==> src/rtl/reg_bank_wr_arbiter.sv <==
`default_nettype none
// ============================================================================
// Module   : reg_bank_wr_arbiter
// Purpose  : Round-robin arbiter that multiplexes N_REQ writers onto one
//            registered register-bank write port, with stall and $zero discard.
// Revision : 1.0 - initial release
// ============================================================================
module reg_bank_wr_arbiter #(
    parameter int N_REQ        = 4,
    parameter int WIDTH        = 32,
    parameter int ADDR_W       = 5,
    parameter int ZERO_DISCARD = 1
) (
    input  logic                      clk,
    input  logic                      rst,
    input  logic                      stall,
    input  logic [N_REQ-1:0]          req,
    input  logic [N_REQ*ADDR_W-1:0]   req_addr,
    input  logic [N_REQ*WIDTH-1:0]    req_data,
    output logic [N_REQ-1:0]          gnt,
    output logic [$clog2(N_REQ)-1:0]  gnt_idx,
    output logic                      we,
    output logic [ADDR_W-1:0]         waddr,
    output logic [WIDTH-1:0]          wdata
);

    localparam int IDX_W = $clog2(N_REQ);
    localparam logic [IDX_W-1:0] c_last_idx = IDX_W'(N_REQ - 1);

    logic [N_REQ-1:0]  r_gnt;
    logic [IDX_W-1:0]  r_gnt_idx;
    logic              r_we;
    logic [ADDR_W-1:0] r_waddr;
    logic [WIDTH-1:0]  r_wdata;
    logic [IDX_W-1:0]  r_ptr;

    logic [N_REQ-1:0]  w_elig;
    logic              w_found;
    logic [IDX_W-1:0]  w_win;
    logic [31:0]       w_j;
    logic [N_REQ-1:0]  w_onehot;
    logic [ADDR_W-1:0] w_sel_addr;
    logic [WIDTH-1:0]  w_sel_data;
    logic              w_discard;

    // Last cycle's winner is masked so a req held through its grant is not re-served.
    assign w_elig = req & ~r_gnt;

    always_comb begin
        w_found    = 1'b0;
        w_win      = '0;
        w_j        = '0;
        w_sel_addr = '0;
        w_sel_data = '0;
        for (int unsigned k = 0; k < N_REQ; k++) begin
            w_j = (32'(r_ptr) + k) % N_REQ;
            if (!w_found && w_elig[w_j]) begin
                w_found    = 1'b1;
                w_win      = IDX_W'(w_j);
                w_sel_addr = req_addr[w_j*ADDR_W +: ADDR_W];
                w_sel_data = req_data[w_j*WIDTH +: WIDTH];
            end
        end
    end

    always_comb begin
        w_onehot        = '0;
        w_onehot[w_win] = 1'b1;
    end

    assign w_discard = (ZERO_DISCARD != 0) && (w_sel_addr == '0);

    always_ff @(posedge clk or negedge rst) begin
        if (!rst) begin
            r_gnt     <= '0;
            r_gnt_idx <= '0;
            r_we      <= 1'b0;
            r_waddr   <= '0;
            r_wdata   <= '0;
            r_ptr     <= '0;
        end else if (!stall && w_found) begin
            r_gnt     <= w_onehot;
            r_gnt_idx <= w_win;
            r_we      <= !w_discard;
            r_waddr   <= w_sel_addr;
            r_wdata   <= w_sel_data;
            r_ptr     <= (w_win == c_last_idx) ? '0 : w_win + 1'b1;
        end else begin
            r_gnt     <= '0;
            r_we      <= 1'b0;
        end
    end

    assign gnt     = r_gnt;
    assign gnt_idx = r_gnt_idx;
    assign we      = r_we;
    assign waddr   = r_waddr;
    assign wdata   = r_wdata;

endmodule
`default_nettype wire

==> config.mk <==
export PLATFORM = sky130hd
export DESIGN_NAME = reg_bank_wr_arbiter
export DESIGN_NICKNAME = d
export VERILOG_FILES = /design/src/rtl/reg_bank_wr_arbiter.sv
export SDC_FILE = /design/constraint.sdc
export NUM_CORES = 1
export LEC_CHECK = 0
export CAP_MARGIN = 10
export CORE_MARGIN = 4
export CORE_UTILIZATION = 50
export DETAILED_ROUTE_END_ITERATION = 6
export PLACE_DENSITY_LB_ADDON = 0.3
export SYNTH_ARGS = -nofsm -noshare
export SYNTH_HDL_FRONTEND = slang
export SYNTH_SLANG_ARGS = --single-unit
==> constraint.sdc <==
create_clock -name clk -period 4.2 [get_ports clk]
set_clock_uncertainty 0.2 [all_clocks]
set_input_delay 0.42 -clock clk [delete_from_list [all_inputs] [get_ports clk]]
set_output_delay 0.42 -clock clk [all_outputs]
set_load 0.02 [all_outputs]
==> qor.csv <==
metric,value,unit
synthToLayoutAreaGrowth,34.0,%
required,4210,ps
violations,design-rule violations,
drcViolationCount,11,
die_w,119,µm
min_path_type,flip-flop to flip-flop,
core_area,12100,µm²
relSlewSlack,0.499,
hold_viol_final,0,
n_antenna_cell,0,
ys_async_sr_fraction,1.00,
ys_types,56,
max_cap_violations,0,
tritoncts,done,
yosys_register_bits,46,
place_ws,548,ps
grt_usage,0.336,
arrival,3750,ps
cts_buffers,5,
clock-root-buffer,clkbuf_16,
synth_flop_cell,dfrtp_1,
grt_pass1_vias,8128,
setup_viol,0,
ant_nets,0,
grt_pass1_wl,40.5,mm
critPathMaxStageDelay,800,ps
wl_per_cell,23.7,µm
yosys_warnings,0,
drive_gt1_frac,0.0816,
die_y,119,µm
clock-sinks,46,
multi_input_area,4490,µm²
final_util,0.685,
dieArea,14200,µm²
ff_latch_area,1150,µm²
fin_crit,3750,ps
syn_area_per_cell,7.97,µm²
path_class,flip-flop to flip-flop,
nets,1053,
first_pass_iters,7,
vias,8467,
worstSkewPairLatency,310,ps
slowest_stage,dfrtp_4,
clk_pin_slew,70,ps
startpoint_type,flip-flop,
p_leak,2.83,nW
crit_fanout,43,
routed_wl,25.2,mm
cts_max_level,2,
rsz0062_at_grt,false,
cp_cell_sequence,buf_4 > nand2_1 > nor2_1 > a22o_2 > or2_2 > buf_4 > a221oi_1 > o31ai_1,
place_inst,1054,
ir_drop,0.454,mV
slew_viol_final,0,
num_rows,40,
io_buffers,198,
synthesis.nets,933,
tns,0,ps
synthCells,774,
hpwl,16.3,mm
clockBufferDepth,2,
end_kind,flip-flop,
synth_edf_count,0,
period_share,0.892,
status,"complete, but fails checks",
worstMarginPinSlew,752,ps
initial_core_util,0.511,
drt_iter0_markers,1637,
fmax,267,MHz
antenna_found_initial,0,
via_per_inst,7.97,
cpMostUsedCell,buf_4,
fill_cells,980,
ios,199,
worst_slack,453,ps
netlist_area,6170,µm²
final-instance-count-excl-fill,1063,
routabilityCongestion,0.893,
power.density,707,nW/µm²
grt_start_max_net_pins,70,
grt_overflow,0,
synth-seq-area-share,0.187,
==> area by class of cell <==
cell class	instances	area share
Tap cell	168	0.0254
Clock buffer	5	0.0151
Sequential cell	46	0.140
Clock inverter	3	0.00303
Inverter	6	0.00272
Timing Repair Buffer	227	0.270
Multi-Input combinational cell	608	0.544
==> routing by layer <==
layer | global-route usage | up-vias | routed length [µm]
met5 | 0 | - | 0
met4 | 0.167 | 0 | 998
met3 | 0.0570 | 120 | 3040
met2 | 0.530 | 821 | 11500
met1 | 0.443 | 3977 | 9630
li1 | - | 3549 | -
==> report_power, final <==
group	switching, mW	total, mW	internal [mW]
combinational	2.57	4.51	1.93
sequential	0.242	0.903	0.660
clock	0.214	0.439	0.225
==> state kept, by name (all words and copies together) (netlist names) <==
register  count
wdata        32
gnt_idx       2
we            1
r_ptr         2
waddr         5
gnt           4
==> synthesized netlist by cell type (9+ instances only) <==
library cell / count / area share
buf_2: 24 / 0.019
o31ai_1: 34 / 0.041
nand3_1: 78 / 0.063
o21ai_0: 135 / 0.11
mux2i_1: 10 / 0.016
nor2_1: 16 / 0.0097
a221oi_2: 10 / 0.024
a221o_1: 68 / 0.11
buf_4: 9 / 0.011
nand2_1: 23 / 0.014
dfrtp_1: 46 / 0.19
a221oi_1: 120 / 0.17
a32oi_1: 33 / 0.047
clkbuf_1: 72 / 0.044
==> worst max-delay path: cells and delay by family (launching register included) <==
| kind | cells | cell delay, ps |
|---|---|---|
| AOI/OAI and AO/OA | 3 | 880 |
| buffers and inverters | 2 | 880 |
| DFF | 1 | 800 |
| and+or+nand+nor | 3 | 830 |
==> through the flow <==
stage | total power [mW] | instance area [µm²] | hold slack (ps)
floorplan | 4.03 | 6170 | -75.6
global placement | 5.08 | 8110 | 264
detailed placement | 5.29 | 8110 | 271
CTS | 5.75 | 8270 | 290
global route | 6.23 | 8270 | 318
finish | 5.85 | 8270 | 282
==> path summary, 6_finish.rpt <==
kind	depth (start not counted)	slack, ps	startpoint	to
setup reg to reg	8	450	r_ptr[0]$_DFFE_PN0P_	wdata[11]$_DFFE_PN0P_
hold / removal	2	280	gnt_idx[0]$_DFFE_PN0P_	gnt_idx[0]$_DFFE_PN0P_
hold reg to reg	2	280	gnt_idx[0]$_DFFE_PN0P_	gnt_idx[0]$_DFFE_PN0P_
min in group asynchronous	2	500	rst	wdata[25]$_DFFE_PN0P_
setup / recovery	8	450	r_ptr[0]$_DFFE_PN0P_	wdata[11]$_DFFE_PN0P_
max in group asynchronous	3	2490	rst	wdata[15]$_DFFE_PN0P_
==> cells in the final DEF, fill, tap and decap left out, drive strengths merged, types with 16 or more instances in the layout <==
cell type	count
clkdlybuf4s50	197
o21ai	137
a221oi	130
nand3	78
a221o	68
dfrtp	46
o31ai	34
a32oi	33
buf	29
nand2	23
nor2	16
==> kinds of logic (layout without fill, tap and decap cells) <==
family / count (synthesis) / in the layout / share of synthesized area
AOI/OAI and AO/OA: 431 / 431 / 0.545
and+or+nand+nor: 151 / 151 / 0.125
buffers and inverters: 120 / 241 / 0.0895
DFF: 46 / 46 / 0.187
muxes: 22 / 22 / 0.0454
adders and majority gates: 4 / 4 / 0.00812
==> timing repair <==
action                    CTS  global route
hold buffers                1             0
gates resized for setup     0             0
hold endpoints to repair   26             0
buffers inserted            0             0
Note: power is estimated with default switching activity, not from simulation.
